[src/rtl/pattern_step_player.sv]
// pattern_step_player
//   Walks a play position through a WIDTH-step pattern word. Each accepted tempo
//   tick reads the current step bit, emits a one-cycle trigger and a gate of
//   gate_len cycles for a set bit, and then advances the position with an
//   explicit wrap at WIDTH-1.
//
// Ports
//   clk        system clock, all state on the rising edge
//   rst        asynchronous active-low reset
//   enable     1 = accept step ticks
//   step_tick  one-cycle tempo pulse
//   restart    synchronous return to step 0, clears any running gate
//   pattern    step pattern, bit i = step i, 1 = note
//   gate_len   gate duration in clk cycles, sampled on the accepting tick
//   trigger    one-cycle pulse per played note
//   gate       high while the gate counter is nonzero
//   step_index index of the next step to be read
//   loop_start one-cycle pulse when step 0 is consumed
module pattern_step_player #(
    parameter int unsigned WIDTH     = 16,
    parameter int unsigned GATE_BITS = 8,
    localparam int unsigned IDX_W    = $clog2(WIDTH)
) (
    input  logic                 clk,
    input  logic                 rst,
    input  logic                 enable,
    input  logic                 step_tick,
    input  logic                 restart,
    input  logic [WIDTH-1:0]     pattern,
    input  logic [GATE_BITS-1:0] gate_len,
    output logic                 trigger,
    output logic                 gate,
    output logic [IDX_W-1:0]     step_index,
    output logic                 loop_start
);

    localparam logic [IDX_W-1:0] LAST_IDX = IDX_W'(WIDTH - 1);

    logic [IDX_W-1:0]     idx_q, idx_d;
    logic [GATE_BITS-1:0] cnt_q, cnt_d;
    logic                 trig_q, trig_d;
    logic                 loop_q, loop_d;
    logic                 accept;
    logic                 note;

    // restart drops a coincident tick
    assign accept = step_tick & enable & ~restart;
    assign note   = accept & pattern[idx_q];

    always_comb begin
        idx_d  = idx_q;
        cnt_d  = cnt_q;
        trig_d = note;
        loop_d = accept & (idx_q == '0);

        if (restart) begin
            idx_d = '0;
            cnt_d = '0;
        end else begin
            if (accept) begin
                // explicit wrap so non-power-of-2 widths never overrun
                idx_d = (idx_q == LAST_IDX) ? '0 : idx_q + IDX_W'(1);
            end
            // a fresh note reloads the counter ahead of the decrement
            if (note) begin
                cnt_d = gate_len;
            end else if (cnt_q != '0) begin
                cnt_d = cnt_q - GATE_BITS'(1);
            end
        end
    end

    always_ff @(posedge clk or negedge rst) begin
        if (!rst) begin
            idx_q  <= '0;
            cnt_q  <= '0;
            trig_q <= 1'b0;
            loop_q <= 1'b0;
        end else begin
            idx_q  <= idx_d;
            cnt_q  <= cnt_d;
            trig_q <= trig_d;
            loop_q <= loop_d;
        end
    end

    // gate follows the registered counter, so reset clears it immediately
    assign gate       = (cnt_q != '0);
    assign trigger    = trig_q;
    assign loop_start = loop_q;
    assign step_index = idx_q;

endmodule

[config.mk]
export PLATFORM = sky130hd
export DESIGN_NAME = pattern_step_player
export DESIGN_NICKNAME = d
export VERILOG_FILES = /design/src/rtl/pattern_step_player.sv
export SDC_FILE = /design/constraint.sdc
export NUM_CORES = 1
export LEC_CHECK = 0
export CORE_MARGIN = 8
export CORE_UTILIZATION = 35
export CTS_BUF_LIST = sky130_fd_sc_hd__clkbuf_4 sky130_fd_sc_hd__clkbuf_8 sky130_fd_sc_hd__clkbuf_16
export DETAILED_ROUTE_END_ITERATION = 10
export GPL_TIMING_DRIVEN = 0
export HOLD_SLACK_MARGIN = 0.15
export PLACE_DENSITY = 0.73
export REMOVE_ABC_BUFFERS = 1
export SYNTH_ARGS = -nofsm -noshare
export SYNTH_HDL_FRONTEND = slang
export SYNTH_SLANG_ARGS = --single-unit
[constraint.sdc]
create_clock -name clk -period 2.7 [get_ports clk]
set_input_delay 0.675 -clock clk [delete_from_list [all_inputs] [get_ports clk]]
set_output_delay 0.675 -clock clk [all_outputs]
set_load 0.02 [all_outputs]
==> impl_metrics.csv, run 1 <==
group,metric,value,unit
synth,syn-cell-area,963,um^2
worst_setup_path,crit_buf_inv,2,
placed_design,place_inst,159,
clocking,numCtsBuffers,3,
clocking,insertion_delay,290,ps
sta,hold_violations,0,
run,drv_cap,0,
detailed_routing,vias,837,
synth,syn-mean-instance-area,9.93,um^2
power,switching_share,36.7,%
run_status,status,"complete, no violations",
clocking,cts_hold_buf,0,
worst_setup_path,critPathTopFamily,"simple AND/OR/NAND/NOR gates",
worst_setup_path,cp-end-kind,"output port",
worst_setup_path,cpPeakStageDelay,440,ps
sta,slew_violations,0,
placed_design,gp_congestion,0.781,
sta,fin_skew,6.04,ps
global_routing,grt_pass1_wl,4010,um
detailed_routing,route.detailed.drc,0,
sta,setup_tns,0,ps
synth,synth-seq-cells,14,
final_layout,final_nets,166,
clocking,clockRootBuffer,"clkbuf_4",
detailed_routing,drt_first_iter_violations,35,
final_layout,layoutNonFillerInstCount,163,
detailed_routing,wire_per_inst,13.8,um
floorplan,core.rowCount,19,
worst_setup_path,worst-path-max-fanout,6,
power,combPwrFrac,48.8,%
power,peakVddDrop,0.000616,V
placed_design,io_buffers,35,
final_layout,layout-drive-gt1-share,13.6,%
power,p_int,0.000597,W
power,p_sw,0.000345,W
detailed_routing,detail_route.wirelength,2260,um
global_routing,grt_overflow_total,0,
clocking,tritoncts,"yes",
floorplan,die_x,68.5,um
clocking,cts-htree-levels,1,
placed_design,dp_hpwl,1780,um
final_layout,utilization,51.2,%
synth,syn_inst,97,
power,power_density,685,nW/um^2
sta,min_period,2560,ps
worst_setup_path,cp_cell_sequence,"inv_1 > ha_1 > nor3b_2 > nand2_1 > dlygate4sd2_1",
detailed_routing,dr.pass1.iters,3,
sta,period_share,94.7,%
worst_setup_path,cp.required,2030,ps
floorplan,start_util,35.9,%
power,totalPowerFinal,0.000942,W
clocking,clockBufferDepth,2,
sta,worst_pin_slew,633,ps
worst_setup_path,crit_slowest_cell,"dfrtp_1",
global_routing,antenna_found_initial,0,
floorplan,die_h,68.5,um
sta,setup_viol,0,
sta,max-slew-margin-rel,57.7,%
final_layout,antenna-diode-count,0,
sta,holdWs,598,ps
global_routing,grt_pass1_vias,936,
power,seq_power_share,35.1,%
global_routing,grt_max_degree,15,
synth,yosysWarnings,0,
worst_hold_path,hold_path_class,"register to register",
worst_setup_path,startpoint_type,"register",
power,p_leak,0.572,nW
clocking,cts_setup_buffers,0,
power,clkPwrFrac,16.2,%
worst_setup_path,cp.arrival,1880,ps
detailed_routing,ant_nets,0,
synth,seq_area_frac_synth,36.4,%
synth,synth.distinct_cells,32,
global_routing,grt_use_total,11.2,%
worst_setup_path,worst-setup-path-type,"register to output port",
floorplan,dieArea,4690,um^2
detailed_routing,viasPerCell,5.13,
floorplan,core-area,2690,um^2
final_layout,syn_to_final_growth,42.9,%
clocking,clkTransAtPathRegs,90,ps
floorplan,io_pins,36,
clocking,clkSinkCount,14,
sta,fmax,0.391,GHz
sta,rsz0062_at_grt,"no",
## layout make-up
class                      count  area, um^2
clock buffer                   4        36.3
fill                         262        1310
inverter                       5        18.8
multi-input combinational     74         581
tap                           31        38.8
sequential                    14         350
timing repair buffer          35         352
## kinds of logic after synthesis
family                   after synthesis  synth area share (%)
AND/OR/NAND/NOR                       36                  18.6
AO/OA/AOI/OAI                         13                  10.4
XOR/XNOR                               5                  4.55
multiplexers                          16                  20.4
adder cells (fa/ha/maj)                4                  5.20
buffers and inverters                  9                  4.55
flip-flops                            14                  36.4
## path summary, 6_finish.rpt
path / depth (start not counted) / startpoint / endpoint / slack (ps)
min in group asynchronous: 1 / rst / cnt_q[6]$_DFFE_PN0P_ / 770
min reg2reg: 1 / step_index[3]$_DFFE_PN0P_ / loop_start$_DFF_PN0_ / 600
max reg2reg: 5 / step_index[2]$_DFFE_PN0P_ / cnt_q[5]$_DFFE_PN0P_ / 600
min: 1 / step_index[3]$_DFFE_PN0P_ / loop_start$_DFF_PN0_ / 600
max: 5 / cnt_q[0]$_DFFE_PN0P_ / gate / 140
max in group asynchronous: 1 / rst / step_index[1]$_DFFE_PN0P_ / 1520
## timing repair
action | CTS | global route
resized for setup | 3 | 1
pin swaps | 0 | 0
endpoints found under the setup margin | 1 | 8
## power groups by stage
stage / clock (W) / sequential [W] / combinational, W
final: 0.000152 / 0.000330 / 0.000460
after global routing: 0.000169 / 0.000344 / 0.000517
after CTS: 0.000158 / 0.000330 / 0.000466
after detailed placement: 0 / 0.000328 / 0.000462
after global placement: 0 / 0.000326 / 0.000452
after floorplan: 0 / 0.000317 / 0.000341
## sequential cells by signal (all words and copies together), names as in the netlist
name	flops
cnt_q	8
trigger	1
step_index	4
loop_start	1
## cell usage after synthesis
cell type  count  area (um^2)
nor4_1         1         6.26
a2111oi_0      1         8.76
a211oi_1       2         15.0
o21ai_4        1         16.3
o31ai_1        1         7.51
and2b_1        1         7.51
inv_1          5         18.8
a311o_1        1         10.0
ha_1           4         50.1
a21oi_1        4         20.0
mux4_2         2         45.0
or4_1          1         7.51
nor2_1        14         52.6
a311oi_1       2         17.5
mux2_1         1         11.3
or3_1          1         6.26
nor4b_1        1         8.76
buf_2          2         10.0
nand3b_1       1         7.51
nand3_1        3         15.0
mux2_2         8         90.1
xor2_1         3         26.3
o21ai_0        1         5.00
mux2i_1        5         50.1
buf_1          1         3.75
nor3_1         3         15.0
nand2_1        7         26.3
buf_6          1         11.3
nor3b_1        2         15.0
or3_4          1         11.3
dfrtp_1       14          350
xnor2_1        2         17.5
## layer usage
| layer | vias to the layer above | share of wire [%] | GRT usage [%] |
|---|---|---|---|
| met4 | 0 | 1.3 | 4.60 |
| met3 | 5 | 12 | 6.87 |
| met1 | 381 | 43 | 11.7 |
| li1 | 419 | - | - |
| met5 | - | 0 | 0 |
| met2 | 32 | 44 | 17.7 |
## layout by cell type (no fill, tap or decap), drive strengths merged
master,n
dlymetal6s2s,1
a2111oi,1
mux4,2
xnor2,2
mux2,9
nor4,1
o21ai,2
or4,1
nor3,3
nor2,14
a211oi,2
nand3,3
nor4b,1
clkbuf,4
mux2i,5
clkdlybuf4s50,33
nand3b,1
o31ai,1
ha,4
nand2,7
or3,2
dfrtp,14
a311oi,2
a311o,1
inv,5
nor3b,2
dlygate4sd2,1
xor2,3
a21oi,4
and2b,1
## metrics by stage
stage	instance area (um^2)	setup slack, ps
global placement	1330	-277
finish	1380	143
floorplan	938	610
CTS	1370	20.6
global route	1380	31.7
detailed placement	1330	-299
(Power assumes the default switching activity.)
==> run 2, diff against run 1 <==
clock period = 2.9 ns   (was 2.7 ns; I/O delays follow)
==> run 2 against run 1 <==
Flip-flop and latch count unchanged. Global-route usage unchanged. Clock power is 7% lower. Largest power group unchanged. Highest routed layer unchanged.
==> impl_metrics.csv, run 2 (synthesized netlist as in run 1, its figures left out) <==
group,metric,value,unit
run_status,status,"complete, no violations",
placed_design,pre_cts_ws,-149,ps
final_layout,fill_cells,262,
sta,hold_violations,0,
power,switching_share,36.4,%
run,drv_cap,0,
final_layout,top_register,"cnt_q",
power,peakVddDrop,0.000572,V
global_routing,grt_max_degree,15,
detailed_routing,wl_met3,261,um
floorplan,core-area,2690,um^2
final_layout,layout-drive-gt1-share,13.6,%
clocking,cts_resized,1,
power,power_density,640,nW/um^2
power,p_leak,0.567,nW
power,p_int,0.000561,W
clocking,tritoncts,"yes",
final_layout,layout_common_cells,"34 x clkdlybuf4s50_1, 14 x nor2_1, 14 x dfrtp_1",
sta,fmax,0.368,GHz
floorplan,start_util,35.9,%
floorplan,die_x,68.5,um
worst_hold_path,hp-start,"step_index[3]$_DFFE_PN0P_",
power,combPwrFrac,49.1,%
worst_setup_path,worst-setup-path-type,"input pin to register",
detailed_routing,dr.pass1.iters,3,
clocking,clockBufferDepth,2,
detailed_routing,detail_route.wirelength,2250,um
clocking,insertion_delay,290,ps
worst_setup_path,rrSetupSlack,800,ps
global_routing,grt_pass1_vias,930,
worst_setup_path,r2r-start,"step_index[2]$_DFFE_PN0P_",
worst_setup_path,worst-path-max-fanout,13,
sta,min_period,2720,ps
worst_setup_path,cp-end-kind,"register",
clocking,clkTransAtPathRegs,80,ps
worst_setup_path,cp.arrival,2890,ps
global_routing,grt_pass1_wl,4020,um
power,seq_power_share,34.8,%
floorplan,die_h,68.5,um
sta,timing.final.ws_setup,182,ps
floorplan,core.rowCount,19,
sta,slew_violations,0,
sta,max-slew-margin-rel,58.0,%
final_layout,syn_to_final_growth,43.0,%
worst_setup_path,startpoint_type,"input pin",
detailed_routing,ant_nets,0,
clocking,clockRootBuffer,"clkbuf_4",
sta,holdWs,597,ps
clocking,cts_setup_buffers,0,
clocking,numCtsBuffers,3,
final_layout,largest_reg_flops,8,
clocking,clkSinkCount,14,
floorplan,io_pins,36,
detailed_routing,viasPerCell,5.12,
worst_hold_path,hold_path_class,"register to register",
final_layout,utilization,51.3,%
sta,period_share,93.7,%
global_routing,antenna_found_initial,0,
placed_design,io_buffers,35,
global_routing,grt_use_total,11.2,%
detailed_routing,drt_first_iter_violations,47,
sta,setup_tns,0,ps
detailed_routing,route.detailed.drc,0,
detailed_routing,wire_per_inst,13.8,um
detailed_routing,dr.max_layer_used,"met4",
detailed_routing,vias,834,
sta,rsz0062_at_grt,"no",
final_layout,regArea,350,um^2
clocking,cts_hold_buf,0,
detailed_routing,wl_met1,954,um
sta,setup_viol,0,
power,clkPwrFrac,16.1,%
placed_design,gp_congestion,0.781,
detailed_routing,met2_length,1000,um
floorplan,dieArea,4690,um^2
worst_setup_path,cp-startpoint,"restart",
global_routing,grt_overflow_total,0,
final_layout,multi_input_area,581,um^2
sta,worst_pin_slew,628,ps
power,p_sw,0.000321,W
final_layout,layout_commonest_cell,"clkdlybuf4s50_1",
clocking,cts-htree-levels,1,
worst_setup_path,cp.required,3070,ps
sta,fin_skew,5.85,ps
final_layout,final_nets,166,
placed_design,dp_hpwl,1780,um
final_layout,antenna-diode-count,0,
-- run 2: cell types whose count changed in the layout (fill, tap and decap cells not counted) --
cell / previous run / this run
clkdlybuf4s50_1: 33 / 34
dlygate4sd2_1: 1 / 0
-- run 2: layout make-up --
type | instances | share of cell area (%)
clock buffer | 4 | 2.63
timing repair buffer | 35 | 25.6
sequential | 14 | 25.4
multi-input combinational | 74 | 42.1
tap | 31 | 2.82
inverter | 5 | 1.36
-- run 2: through the flow --
step	power, W	area, um^2	std cells
global route	0.000965	1380	163
detailed placement	0.000736	1330	159
global placement	0.000725	1330	159
finish	0.000882	1380	163
CTS	0.000888	1370	163
floorplan	0.000613	938	93
-- run 2: worst max-delay path: stages --
cell and delay (ps):
clkdlybuf4s50_1 640, nand3b_1 320, a311o_1 340, or3_4 340, o21ai_4 150, mux2_2 380
-- run 2: final timing paths --
kind	endpoint	cells after the start
max	cnt_q[5]$_DFFE_PN0P_	6
min	loop_start$_DFF_PN0_	1
max reg2reg	cnt_q[5]$_DFFE_PN0P_	5
min reg2reg	loop_start$_DFF_PN0_	1
max in group asynchronous	step_index[1]$_DFFE_PN0P_	1
min in group asynchronous	cnt_q[2]$_DFFE_PN0P_	1
-- run 2: power groups by stage --
stage / logic [W] / registers, W / clock network, W
after floorplan: 0.000318 / 0.000295 / 0
after global placement: 0.000421 / 0.000304 / 0
after detailed placement: 0.000430 / 0.000306 / 0
after CTS: 0.000436 / 0.000304 / 0.000148
after global routing: 0.000487 / 0.000321 / 0.000157
final: 0.000433 / 0.000307 / 0.000142
-- run 2: metal layers --
layer | vias to the layer above | global-route usage (%)
met3 | 5 | 6.87
met5 | - | 0
met4 | 0 | 3.84
met1 | 378 | 11.8
li1 | 419 | -
met2 | 32 | 17.9
==> run 3, diff against run 2 <==
CORE_MARGIN = not set   (was 8)
CORE_UTILIZATION = 25   (was 35)
PLACE_DENSITY = 0.57   (was 0.73)
==> run 3 against run 2 <==
Sequential share of layout area is 0.65 points lower. Global-route usage is 0.64 points higher. First-iteration DRC count is 34% lower. Count of clock-buffer cells in the layout stayed put. Combinational power hardly changed. Worst setup slack better by 200 ps. Clock skew is 4.5 ps lower. Clock power is 33% higher. Largest cell class unchanged. Highest routed layer unchanged.
==> impl_metrics.csv, run 3 (synthesized netlist as in run 1, its figures left out) <==
group,metric,value,unit
final_layout,design_area,1410,um^2
detailed_routing,wl_met1,1010,um
worst_setup_path,cp-end-kind,"register",
clocking,clkTransAtPathRegs,60,ps
sta,fmax,0.398,GHz
worst_setup_path,worst-path-max-fanout,9,
power,peakVddDrop,0.000202,V
run,drv_cap,0,
floorplan,io_pins,36,
global_routing,grt_use_total,11.8,%
floorplan,dieArea,4110,um^2
power,combPwrFrac,46.8,%
detailed_routing,vias,849,
power,p_sw,0.000329,W
worst_setup_path,cp.arrival,2640,ps
worst_setup_path,cp.required,3030,ps
sta,rsz0062_at_grt,"no",
global_routing,grt_pass1_wl,3830,um
global_routing,grt_max_degree,15,
power,power_density,658,nW/um^2
sta,period_share,86.7,%
sta,min_period,2510,ps
floorplan,core.rowCount,22,
detailed_routing,met2_length,1060,um
sta,fin_skew,1.39,ps
final_layout,utilization,38.3,%
detailed_routing,drt_first_iter_violations,31,
global_routing,antenna_found_initial,0,
final_layout,syn_to_final_growth,46.8,%
placed_design,io_buffers,35,
floorplan,core-area,3690,um^2
final_layout,top_register,"cnt_q",
sta,worst_pin_slew,658,ps
worst_setup_path,startpoint_type,"input pin",
clocking,tritoncts,"yes",
detailed_routing,dr.pass1.iters,4,
global_routing,grt_overflow_total,0,
placed_design,placed_area,1350,um^2
worst_setup_path,worst-setup-path-type,"input pin to register",
power,p_int,0.000601,W
clocking,cts_setup_buffers,0,
clocking,insertion_delay,240,ps
clocking,clockRootBuffer,"clkbuf_8",
detailed_routing,wl_met3,168,um
sta,slew_violations,0,
clocking,numCtsBuffers,3,
final_layout,final_nets,166,
power,p_leak,0.582,nW
power,clkPwrFrac,20.3,%
sta,hold_violations,0,
final_layout,layout_commonest_cell,"clkdlybuf4s50_1",
run_status,status,"complete, no violations",
sta,timing.final.ws_setup,386,ps
detailed_routing,ant_nets,0,
floorplan,die_x,64.1,um
final_layout,antenna-diode-count,0,
placed_design,gp_congestion,0.795,
sta,max-slew-margin-rel,56.0,%
sta,setup_viol,0,
floorplan,start_util,26.1,%
clocking,clockBufferDepth,2,
floorplan,die_h,64.1,um
global_routing,grt_pass1_vias,874,
power,switching_share,35.4,%
final_layout,largest_reg_flops,8,
detailed_routing,detail_route.wirelength,2250,um
detailed_routing,wire_per_inst,12.5,um
placed_design,pre_cts_ws,-194,ps
detailed_routing,dr.max_layer_used,"met4",
placed_design,dp_hpwl,1700,um
worst_hold_path,hold_path_class,"register to register",
final_layout,layout-drive-gt1-share,12.9,%
detailed_routing,route.detailed.drc,0,
clocking,clkSinkCount,14,
detailed_routing,viasPerCell,4.72,
power,seq_power_share,32.9,%
final_layout,layout_common_cells,"33 x clkdlybuf4s50_1, 14 x nor2_1, 14 x dfrtp_1",
clocking,cts-htree-levels,1,
[run 3: cell count changes in the layout (fill, tap and decap cells not counted), sizes merged]
cell	delta
clkdlybuf4s50	-1
dlymetal6s2s	+1
[run 3: worst paths after layout]
kind | from | cells after the start | endpoint | slack [ps]
max | enable | 6 | cnt_q[6]$_DFFE_PN0P_ | 390
min | step_index[3]$_DFFE_PN0P_ | 1 | loop_start$_DFF_PN0_ | 590
max reg2reg | step_index[2]$_DFFE_PN0P_ | 5 | cnt_q[6]$_DFFE_PN0P_ | 800
min reg2reg | step_index[3]$_DFFE_PN0P_ | 1 | loop_start$_DFF_PN0_ | 590
max in group asynchronous | rst | 1 | cnt_q[7]$_DFFE_PN0P_ | 1590
min in group asynchronous | rst | 1 | cnt_q[5]$_DFFE_PN0P_ | 890
[run 3: through the flow]
stage,total power [W],cells,setup TNS [ps],hold WS (ps)
6_report,0.000930,180,0,589
2_1_floorplan,0.000613,93,0,429
3_3_place_gp,0.000729,176,-1270,577
4_1_cts,0.000943,180,0,609
3_5_place_dp,0.000739,176,-1510,576
5_1_grt,0.00101,180,0,648
[run 3: layout make-up]
cell class	instances	area, um^2
inverters	5	18.8
multi-input cells	74	574
repair buffers	35	355
fillers	384	2270
well taps	48	60.1
clock buffers	4	55.1
flip-flops and latches	14	350
[run 3: power groups by stage]
stage	Combinational, W	Sequential (W)	Clock, W
6_report	0.000435	0.000306	0.000189
5_1_grt	0.000494	0.000313	0.000204
4_1_cts	0.000442	0.000305	0.000196
3_5_place_dp	0.000434	0.000305	0
3_3_place_gp	0.000424	0.000305	0
2_1_floorplan	0.000318	0.000295	0
[run 3: layer usage]
metal | global-route usage, % | up-vias
li1 | - | 417
met1 | 14.1 | 395
met2 | 20.5 | 35
met3 | 3.04 | 2
met4 | 3.69 | 0
met5 | 0 | -
[run 3: what timing repair did]
action                                  CTS  global route
hold buffers                              0             0
endpoints found under the setup margin    1             9
gates cloned                              0             0
resized for setup                         1             2
[run 3: critical path: stages]
cell and delay [ps]:
clkdlybuf4s50_1 540, nand3b_1 160, a311o_1 340, or3_4 340, o21ai_4 150, mux2_2 380
